--- config.mk ---
export PLATFORM = sky130hd
export DESIGN_NAME = mac_rx_framer
export DESIGN_NICKNAME = d
export VERILOG_FILES = /design/src/rtl/mac_pkg.sv /design/src/rtl/crc32_d8.sv /design/src/rtl/mac_rx_framer.sv
export SDC_FILE = /design/constraint.sdc
export NUM_CORES = 1
export LEC_CHECK = 0
export CAP_MARGIN = 15
export CORE_ASPECT_RATIO = 0.5
export CORE_MARGIN = 4
export CORE_UTILIZATION = 45
export CTS_CLUSTER_SIZE = 40
export DETAILED_ROUTE_END_ITERATION = 7
export PLACE_DENSITY = 0.74
export SLEW_MARGIN = 20
export SYNTH_ARGS = -nofsm -noshare
export SYNTH_HDL_FRONTEND = slang
export SYNTH_HIERARCHICAL = 1
export SYNTH_SLANG_ARGS = --single-unit
--- constraint.sdc ---
create_clock -name clk -period 6.4 [get_ports clk]
set_input_delay 1.28 -clock clk [delete_from_list [all_inputs] [get_ports clk]]
set_output_delay 1.28 -clock clk [all_outputs]
set_load 0.01 [all_outputs]
--- src/rtl/mac_pkg.sv ---
// Shared constants, state type and CRC-32 helper for the MAC receive path.
// Also intended for reuse by the TX FCS inserter.
package mac_pkg;

  localparam logic [7:0]  PREAMBLE_BYTE = 8'h55;
  localparam logic [7:0]  SFD_BYTE      = 8'hD5;

  localparam logic [31:0] CRC32_POLY    = 32'h04C11DB7;
  localparam logic [31:0] CRC32_INIT    = 32'hFFFFFFFF;
  localparam logic [31:0] CRC32_RESIDUE = 32'hDEBB20E3;

  localparam int FCS_BYTES   = 4;
  // One payload byte plus the FCS must be held so that the FCS can be stripped.
  localparam int DELAY_DEPTH = FCS_BYTES + 1;

  typedef enum logic [1:0] {
    IDLE,
    PREAMBLE,
    DATA,
    DROP
  } rx_state_t;

  function automatic logic [31:0] reflect32(input logic [31:0] v);
    logic [31:0] r;
    for (int i = 0; i < 32; i++) r[i] = v[31-i];
    return r;
  endfunction

  // LSB-first CRC-32 update for one byte; the register is never inverted.
  function automatic logic [31:0] crc32_next(input logic [31:0] crc, input logic [7:0] data);
    logic [31:0] c;
    c = crc ^ {24'h0, data};
    for (int i = 0; i < 8; i++) c = c[0] ? ((c >> 1) ^ reflect32(CRC32_POLY)) : (c >> 1);
    return c;
  endfunction

endpackage

--- src/rtl/crc32_d8.sv ---
// Byte-wide reflected CRC-32 register with synchronous init and enable.
// The state output is the raw register (no final inversion).
module crc32_d8
  import mac_pkg::*;
(
  input  logic        clk,
  input  logic        rst_n,
  input  logic        init,
  input  logic        en,
  input  logic [7:0]  data,
  output logic [31:0] crc
);

  // NOTE: state registers use non-blocking (<=) so every flop samples pre-edge values.
  always_ff @(posedge clk or negedge rst_n) begin
    if (!rst_n) begin
      crc <= CRC32_INIT;
    end else if (init) begin
      crc <= CRC32_INIT;
    end else if (en) begin
      crc <= crc32_next(crc, data);
    end
  end

endmodule

--- src/rtl/mac_rx_framer.sv ---
// RX framer: strips preamble/SFD, checks FCS and length, strips the FCS and
// emits a tready-less byte stream with tlast/tuser plus per-frame stat pulses.
module mac_rx_framer
  import mac_pkg::*;
#(
  parameter int MIN_FRAME = 64,
  parameter int MAX_FRAME = 1518,
  parameter int LEN_W     = 16
) (
  input  logic       clk,
  input  logic       rst_n,
  input  logic [7:0] rx_data,
  input  logic       rx_valid,
  input  logic       rx_error,
  output logic [7:0] m_axis_tdata,
  output logic       m_axis_tvalid,
  output logic       m_axis_tlast,
  output logic       m_axis_tuser,
  output logic       stat_good,
  output logic       stat_crc_err,
  output logic       stat_rx_err,
  output logic       stat_runt,
  output logic       stat_giant
);

  localparam logic [LEN_W-1:0] LEN_MAX   = '1;
  localparam logic [LEN_W-1:0] GIANT_LEN = LEN_W'(MAX_FRAME + 1);

  rx_state_t         state, state_next;
  logic              start_frame, take_byte, end_frame;
  logic [LEN_W-1:0]  byte_cnt, byte_cnt_inc;
  logic [7:0]        line [DELAY_DEPTH];
  logic              err, err_now;
  logic [31:0]       crc;
  logic              len_hit, giant_hit, line_full;
  logic              crc_bad, runt, giant_len, bad;

  crc32_d8 u_crc (
    .clk   (clk),
    .rst_n (rst_n),
    .init  (start_frame),
    .en    (take_byte),
    .data  (rx_data),
    .crc   (crc)
  );

  assign byte_cnt_inc = (byte_cnt == LEN_MAX) ? byte_cnt : byte_cnt + 1'b1;
  assign line_full    = byte_cnt >= LEN_W'(DELAY_DEPTH);
  assign len_hit      = byte_cnt_inc == GIANT_LEN;
  assign giant_hit    = take_byte && len_hit;
  assign err_now      = err || rx_error;

  // A frame too short to carry a full FCS is always treated as an FCS failure.
  assign crc_bad   = (crc != CRC32_RESIDUE) || (byte_cnt <= LEN_W'(FCS_BYTES));
  assign runt      = byte_cnt < LEN_W'(MIN_FRAME);
  assign giant_len = byte_cnt > LEN_W'(MAX_FRAME);
  assign bad       = crc_bad || err || runt || giant_len;

  always_ff @(posedge clk or negedge rst_n) begin
    if (!rst_n) state <= IDLE;
    else        state <= state_next;
  end

  // NOTE: every always_comb output gets a default first, so no path can infer a latch.
  always_comb begin
    state_next  = state;
    start_frame = 1'b0;
    take_byte   = 1'b0;
    end_frame   = 1'b0;
    unique case (state)
      IDLE: begin
        if (rx_valid) begin
          if (rx_data == PREAMBLE_BYTE) begin
            state_next = PREAMBLE;
          end else if (rx_data == SFD_BYTE) begin
            state_next  = DATA;
            start_frame = 1'b1;
          end else begin
            state_next = DROP;
          end
        end
      end
      PREAMBLE: begin
        if (!rx_valid) begin
          state_next = IDLE;
        end else if (rx_data == SFD_BYTE) begin
          state_next  = DATA;
          start_frame = 1'b1;
        end else if (rx_data != PREAMBLE_BYTE) begin
          state_next = DROP;
        end
      end
      DATA: begin
        if (!rx_valid) begin
          state_next = IDLE;
          end_frame  = 1'b1;
        end else begin
          take_byte = 1'b1;
          if (len_hit) state_next = DROP;
        end
      end
      DROP: begin
        if (!rx_valid) state_next = IDLE;
      end
      default: state_next = IDLE;
    endcase
  end

  always_ff @(posedge clk or negedge rst_n) begin
    if (!rst_n) begin
      byte_cnt      <= '0;
      err           <= 1'b0;
      // NOTE: the delay line is a handful of flops, so it is cleared on reset like any other state.
      for (int i = 0; i < DELAY_DEPTH; i++) line[i] <= '0;
      m_axis_tdata  <= '0;
      m_axis_tvalid <= 1'b0;
      m_axis_tlast  <= 1'b0;
      m_axis_tuser  <= 1'b0;
      stat_good     <= 1'b0;
      stat_crc_err  <= 1'b0;
      stat_rx_err   <= 1'b0;
      stat_runt     <= 1'b0;
      stat_giant    <= 1'b0;
    end else begin
      m_axis_tvalid <= 1'b0;
      m_axis_tlast  <= 1'b0;
      m_axis_tuser  <= 1'b0;
      stat_good     <= 1'b0;
      stat_crc_err  <= 1'b0;
      stat_rx_err   <= 1'b0;
      stat_runt     <= 1'b0;
      stat_giant    <= 1'b0;

      if (start_frame) begin
        byte_cnt <= '0;
        err      <= 1'b0;
      end

      if (take_byte) begin
        byte_cnt <= byte_cnt_inc;
        err      <= err_now;
        line[0]  <= rx_data;
        for (int i = 1; i < DELAY_DEPTH; i++) line[i] <= line[i-1];
        if (line_full) begin
          m_axis_tdata  <= line[DELAY_DEPTH-1];
          m_axis_tvalid <= 1'b1;
        end
        // Oversized frame: close it out on the byte being evicted, discard the rest.
        if (giant_hit) begin
          m_axis_tlast <= 1'b1;
          m_axis_tuser <= 1'b1;
          stat_giant   <= 1'b1;
          stat_rx_err  <= err_now;
        end
      end

      if (end_frame) begin
        if (line_full) begin
          m_axis_tdata  <= line[DELAY_DEPTH-1];
          m_axis_tvalid <= 1'b1;
          m_axis_tlast  <= 1'b1;
          m_axis_tuser  <= bad;
        end
        stat_good    <= !bad;
        stat_crc_err <= crc_bad;
        stat_rx_err  <= err;
        stat_runt    <= runt;
        stat_giant   <= giant_len;
      end
    end
  end

endmodule

After elaboration in Yosys (flattened, before gate mapping)
Cells that the tools add are included.
- $add $sub $neg: 1
- $mul: 0
- divide/modulo/power cells: 0
- order comparisons: 4
- eq/ne operators: 13
- shift operators: 0
- muxes and demuxes: 55
- bitwise logic cells: 9
- reductions and logical operators: 10
- operator list (operator ; count):
    $mux 32 ; 10
    $not 13->14 ; 8
    $mux 16 ; 3
    $mux 8 ; 4
    $ne 32x32->1 const B ; 1
    $xor 32x8->32 ; 1
    $mux 1 ; 28
    $add 16x1->16 const B ; 1
    $eq 16x11->1 const B ; 1
    $eq 16x16->1 const B ; 1
    $ge 16x3->1 const B ; 1
    $gt 16x11->1 const B ; 1
    $le 16x3->1 const B ; 1
    $lt 16x7->1 const B ; 1
    $mux 2 ; 8
    $eq 8x7->1 const B ; 1
    $eq 8x8->1 const B ; 1
    $ne 8x7->1 const B ; 1
    $pmux 2 s4 ; 1
    $logic_or 1x1->1 ; 5
    $eq 2x2->1 const B ; 2
    $ne 2x2->1 const B ; 2
    $ne 4x4->1 const B ; 1
    $reduce_and 4->1 ; 1
    7 further kinds ; 7
- register bits after elaboration: 107
- latch bits: 0
- RAM bits: 0
- memory bits (read-only): 0
- output and inout bits: 16
- memories: 0

Logic depth before layout (Yosys ltp)
- depth in word-level cells: 19
- mapped depth: 10

Modules after synthesis
Netlist, hierarchy kept.
- modules (own cells, without submodules) (module ; instances ; cells an instance ; area an instance (sq um) ; seq. area each (sq um)):
    mac_rx_framer ; 1 ; 385 ; 3593.4 ; 1876.8
    crc32_d8 ; 1 ; 192 ; 2078.2 ; 840.8

Worst setup path after synthesis
Ideal clock, no wire load.
- path type: input to register
- from: input rx_valid
- to: register u_crc.crc[10]
- data arrival time: 2.972 ns
- required time: 6.316 ns
- setup slack: 3.343 ns
- stages: 8
- path buffers: 4
- cell sequence: nand2_1 -> inv_1 -> clkbuf_1 -> buf_1 -> clkbuf_1 -> buf_1 -> a21oi_1 -> or2_2
- cells in the longest elaborated chain, start to end: 3
- ends and longest elaborated chain (element ; RTL line ; source):
    start: declaration ; mac_rx_framer.sv:13 ; input logic rx_valid,
    $mux 1 ; mac_rx_framer.sv:94 ; if (!rx_valid) begin
    $mux 1 ; mac_rx_framer.sv:70 ; unique case (state)
    named net take_byte ; mac_rx_framer.sv:30 ; logic start_frame, take_byte, end_frame;
    $reduce_bool 2->1 (no source line) ; -- ;
    end signal: assignment ; crc32_d8.sv:21 ; crc <= crc32_next(crc, data);
    end: declaration ; crc32_d8.sv:11 ; output logic [31:0] crc
The timed path passes the listed nets, and every way through them passes these cells.
A chain may end at the register's enable or synchronous reset.

Worst setup path after layout
- from: input rx_data[5]
- to: register u_crc.crc[29]
- RTL lines (element ; RTL line ; source):
    start: declaration ; mac_rx_framer.sv:12 ; input logic [7:0] rx_data,
    $eq 8x8->1 ; mac_rx_framer.sv:75, mac_rx_framer.sv:86 ;
    $mux 1 ; mac_rx_framer.sv:75, mac_rx_framer.sv:86 ;
    $mux 1 ; mac_rx_framer.sv:73 ; if (rx_data == PREAMBLE_BYTE) begin
    $mux 1 ; mac_rx_framer.sv:72 ; if (rx_valid) begin
    $pmux 1 s2 * ; mac_rx_framer.sv:70 ;
    named net start_frame ; mac_rx_framer.sv:30 ;
    $mux 32 / $reduce_bool 2->1 (equally long branches) ; -- ;
The timed path passes the listed nets; every way through them passes the cells marked *. The select of a mux whose other input is x is not followed.

==> metrics.txt <==
# TYPE chip_impl_metric gauge
chip_impl_info{name="outcome",value="finished clean"} 1
chip_impl_metric{name="place_inst",unit=""} 745
chip_impl_metric{name="routabilityCongestion",unit=""} 0.857
chip_impl_info{name="synth_commonest_cells",value="sky130_fd_sc_hd__nand2_1, sky130_fd_sc_hd__dfrtp_1, sky130_fd_sc_hd__a21oi_1"} 1
chip_impl_metric{name="worstMarginPinSlew",unit="ps"} 973
chip_impl_metric{name="area_fraction_in_and_or_nand_and_nor_cells_after_synthesis",unit="%"} 21.3
chip_impl_metric{name="synth_warnings",unit=""} 6
chip_impl_metric{name="rr_worst_depth",unit=""} 7
chip_impl_metric{name="mapped_cell_area",unit="sq um"} 5670
chip_impl_metric{name="holdBufCountCts",unit=""} 0
chip_impl_metric{name="number_of_antenna_violations_at_the_first_check_in_global_routing",unit=""} 0
chip_impl_metric{name="syn-num-nets",unit=""} 592
chip_impl_metric{name="io_buffer_count",unit=""} 27
chip_impl_metric{name="drive_gt1_share",unit="%"} 18.0
chip_impl_metric{name="cts.sinks",unit=""} 107
chip_impl_metric{name="detailedRoute.firstIterationViolations",unit=""} 299
chip_impl_metric{name="finish.net_count",unit=""} 606
chip_impl_metric{name="post_synth_xor_area_fraction",unit="%"} 14.1
chip_impl_metric{name="wl_met2",unit="um"} 5250
chip_impl_info{name="top_post_synthesis_cells_by_area",value="sky130_fd_sc_hd__dfrtp_1, sky130_fd_sc_hd__dfstp_2, sky130_fd_sc_hd__nand2_1, sky130_fd_sc_hd__xnor2_1, sky130_fd_sc_hd__a21oi_1"} 1
chip_impl_info{name="min-delay-start",value="line[35]"} 1
chip_impl_metric{name="route.detailed.vias_per_inst",unit=""} 5.30
chip_impl_metric{name="clock.fmax",unit="MHz"} 275
chip_impl_metric{name="postSynthCellCount",unit=""} 577
chip_impl_metric{name="crit_required",unit="ps"} 6680
chip_impl_info{name="rsz0062_at_grt",value="false"} 1
chip_impl_metric{name="yosys-mux-area-fraction",unit="%"} 1.96
chip_impl_metric{name="finalSetupTns",unit="ps"} 0
chip_impl_metric{name="diodes",unit=""} 0
chip_impl_info{name="post-synth-top-count-cell",value="sky130_fd_sc_hd__nand2_1"} 1
chip_impl_metric{name="critical_path_arrival",unit="ps"} 3910
chip_impl_metric{name="postCtsSetupRepairBufs",unit=""} 0
chip_impl_metric{name="ys_seq_area_share",unit="%"} 47.9
chip_impl_metric{name="cap_violations",unit=""} 0
chip_impl_metric{name="clock-skew-final",unit="ps"} 9.88
chip_impl_metric{name="synth_edf_count",unit=""} 0
chip_impl_metric{name="max-vdd-ir-drop",unit="uV"} 276
chip_impl_metric{name="hold-path-cell-count",unit=""} 2
chip_impl_metric{name="globalRoute.totalOverflow",unit=""} 0
chip_impl_info{name="setup.worst_path.class",value="in2reg"} 1
chip_impl_info{name="cts_tree",value="done"} 1
chip_impl_metric{name="synth_top_area_share",unit="%"} 33.1
chip_impl_metric{name="max_slew_margin",unit="%"} 34.7
chip_impl_metric{name="drc_errors",unit=""} 0
chip_impl_metric{name="period_share",unit="%"} 56.8
chip_impl_metric{name="finalSetupViolCount",unit=""} 0
chip_impl_metric{name="first_global_vias",unit=""} 3962
chip_impl_metric{name="yosys.cell_types.count",unit=""} 61
chip_impl_metric{name="grt_usage",unit="%"} 16.7
chip_impl_metric{name="cellPowerDensity",unit="nW/um^2"} 492
chip_impl_metric{name="final_hold_viol_count",unit=""} 0
chip_impl_metric{name="cts_buffer_count",unit=""} 9
chip_impl_metric{name="core-area",unit="sq um"} 12100
chip_impl_metric{name="quantity_of_gates_resized_following_cts",unit=""} 0
chip_impl_metric{name="cts-htree-levels",unit=""} 3
chip_impl_metric{name="cts_max_path_buffers",unit=""} 2
chip_impl_info{name="synth_top_family_by_area",value="simple AND/OR/NAND/NOR gates"} 1
chip_impl_metric{name="dr_wl_met3",unit="um"} 489
chip_impl_metric{name="postSynth.asyncResetShare",unit="%"} 100
chip_impl_metric{name="ff2ff_setup_slack",unit="ps"} 3400
chip_impl_metric{name="path_clk_slew",unit="ps"} 80
chip_impl_metric{name="synth_compound_gate_area_share",unit="%"} 10.5
chip_impl_metric{name="post_synth_adder_cell_area",unit="%"} 0.662
chip_impl_metric{name="fillers",unit=""} 1088
chip_impl_metric{name="detail-route-antenna-nets",unit=""} 0
chip_impl_metric{name="place_area",unit="sq um"} 6020
chip_impl_metric{name="met1_length",unit="um"} 5410
chip_impl_metric{name="rows",unit=""} 28
chip_impl_metric{name="drt-total-wl",unit="um"} 11300
chip_impl_info{name="synth_ff_type",value="sky130_fd_sc_hd__dfrtp_1"} 1
chip_impl_metric{name="number_of_max_slew_violations_in_the_final_report",unit=""} 0
chip_impl_metric{name="grt_start_max_net_pins",unit=""} 59
chip_impl_info{name="routed.top_layer",value="met4"} 1
chip_impl_metric{name="cellLeakagePower",unit="nW"} 2.85
chip_impl_metric{name="clk_latency",unit="ps"} 350
chip_impl_metric{name="final.min_clock_period",unit="ps"} 3630
chip_impl_metric{name="start_util",unit="%"} 47.1
chip_impl_metric{name="design.die.area",unit="sq um"} 14600
chip_impl_metric{name="die_w",unit="um"} 167
chip_impl_metric{name="dieHeight",unit="um"} 87.4
chip_impl_info{name="worstHoldPathType",value="reg2reg"} 1
chip_impl_metric{name="avg_cell_area_syn",unit="sq um"} 9.83
chip_impl_info{name="end_kind",value="register"} 1
chip_impl_info{name="clockRootBuffer",value="sky130_fd_sc_hd__clkbuf_16"} 1
chip_impl_metric{name="flow.area_growth_from_synthesis",unit="%"} 11.4
chip_impl_metric{name="drt_first_pass_iters",unit=""} 4
chip_impl_metric{name="seq_cells_post_synth",unit=""} 107
chip_impl_info{name="cp-start-kind",value="input pin"} 1
chip_impl_metric{name="finish.instance_area",unit="sq um"} 6320
chip_impl_info{name="min_delay_worst_endpoint",value="line[27]"} 1
chip_impl_metric{name="grt_pass1_wl",unit="um"} 19700
chip_impl_info{name="worstReg2RegStart",value="byte_cnt[0]"} 1
chip_impl_metric{name="design.portCount",unit=""} 28
chip_impl_info{name="post-synth-top-area-cell",value="sky130_fd_sc_hd__dfrtp_1"} 1
chip_impl_metric{name="finalNonFillerCells",unit=""} 761
chip_impl_info{name="crit_reg_reg_endpoint",value="m_axis_tlast"} 1
chip_impl_metric{name="detail_route.wl_per_cell",unit="um"} 14.9
chip_impl_metric{name="hpwl",unit="um"} 7800
chip_impl_metric{name="path_max_fanout",unit=""} 23
chip_impl_metric{name="routed-via-count",unit=""} 4031
logic make-up (layout without fill, tap and decap cells):
kind of cell             Yosys count  count (layout)
adder cells (fa/ha/maj)            3               3
multiplexers                      10              10
AO/OA/AOI/OAI                     98              98
AND/OR/NAND/NOR                  248             248
buffers and inverters             40              59
XOR/XNOR                          71              71
flip-flops                       107             107
sequential cells by signal, summed over array words and instances (netlist names):
name / cells
err: 1
stat_giant: 1
byte_cnt: 16
stat_rx_err: 1
m_axis_tdata: 8
m_axis_tvalid: 1
m_axis_tlast: 1
state: 2
m_axis_tuser: 1
stat_runt: 1
stat_crc_err: 1
line: 40
stat_good: 1
u_crc/crc: 32
power by group:
group / leakage (nW) / total [mW] / internal, mW / switching (mW)
Clock: 0.148 / 0.553 / 0.288 / 0.265
Combinational: 1.37 / 1.44 / 0.740 / 0.696
Sequential: 1.33 / 1.12 / 0.944 / 0.175
critical path: stages:
cell                              delay (ps)
sky130_fd_sc_hd__clkdlybuf4s50_1         520
sky130_fd_sc_hd__nand4b_1                240
sky130_fd_sc_hd__nor4_1                  480
sky130_fd_sc_hd__and3_1                  750
sky130_fd_sc_hd__buf_4                   300
sky130_fd_sc_hd__nor2_1                  140
sky130_fd_sc_hd__a21oi_1                 190
through the flow:
step	utilization (%)	hold slack, ps	total power, mW	setup slack, ps
after global routing	52.5	494	3.31	2510
after global placement	49.9	447	2.53	2490
after floorplan	-	439	2.24	3340
after detailed placement	49.9	449	2.56	2400
after CTS	52.5	469	3.13	2760
final	52.5	465	3.11	2770
layout by cell type, fill, tap and decap left out, types with 16 or more instances in the layout:
master                              n
sky130_fd_sc_hd__clkdlybuf4s50_1   26
sky130_fd_sc_hd__dfstp_2           32
sky130_fd_sc_hd__nor2_1            32
sky130_fd_sc_hd__xor2_1            19
sky130_fd_sc_hd__dfrtp_1           75
sky130_fd_sc_hd__o21ai_0           18
sky130_fd_sc_hd__xnor2_1           35
sky130_fd_sc_hd__or2_2             16
sky130_fd_sc_hd__nand2_1          132
sky130_fd_sc_hd__a21oi_1           43
layer usage:
metal | GRT usage [%] | vias to the layer above
met1 | 22.1 | 1960
met3 | 3.76 | 17
met5 | 0 | -
met2 | 28.0 | 76
li1 | - | 1978
met4 | 4.90 | 0
worst max-delay path by stage:
| stage | to | slack, ps | depth (start not counted) | start |
|---|---|---|---|---|
| floorplan | u_crc/crc[10] | 3340 | 8 | rx_valid |
| finish | u_crc/crc[29] | 2770 | 7 | rx_data[5] |
| CTS | u_crc/crc[29] | 2760 | 7 | rx_data[5] |
| detailed placement | u_crc/crc[29] | 2400 | 7 | rx_data[5] |
| global placement | byte_cnt[11] | 2490 | 8 | rx_valid |
| global route | byte_cnt[11] | 2510 | 8 | rx_valid |
layout make-up:
type                    instances  area, sq um  area share (%)
inverters                      12         45.0           0.713
well taps                     165          206            3.27
multi-input cells             430         2750            43.5
flip-flops and latches        107         2720            43.0
repair buffers                 31          298            4.71
clock buffers                  10          239            3.78
clock inverters                 6         66.3            1.05
Power figures use the tool's default switching activity.
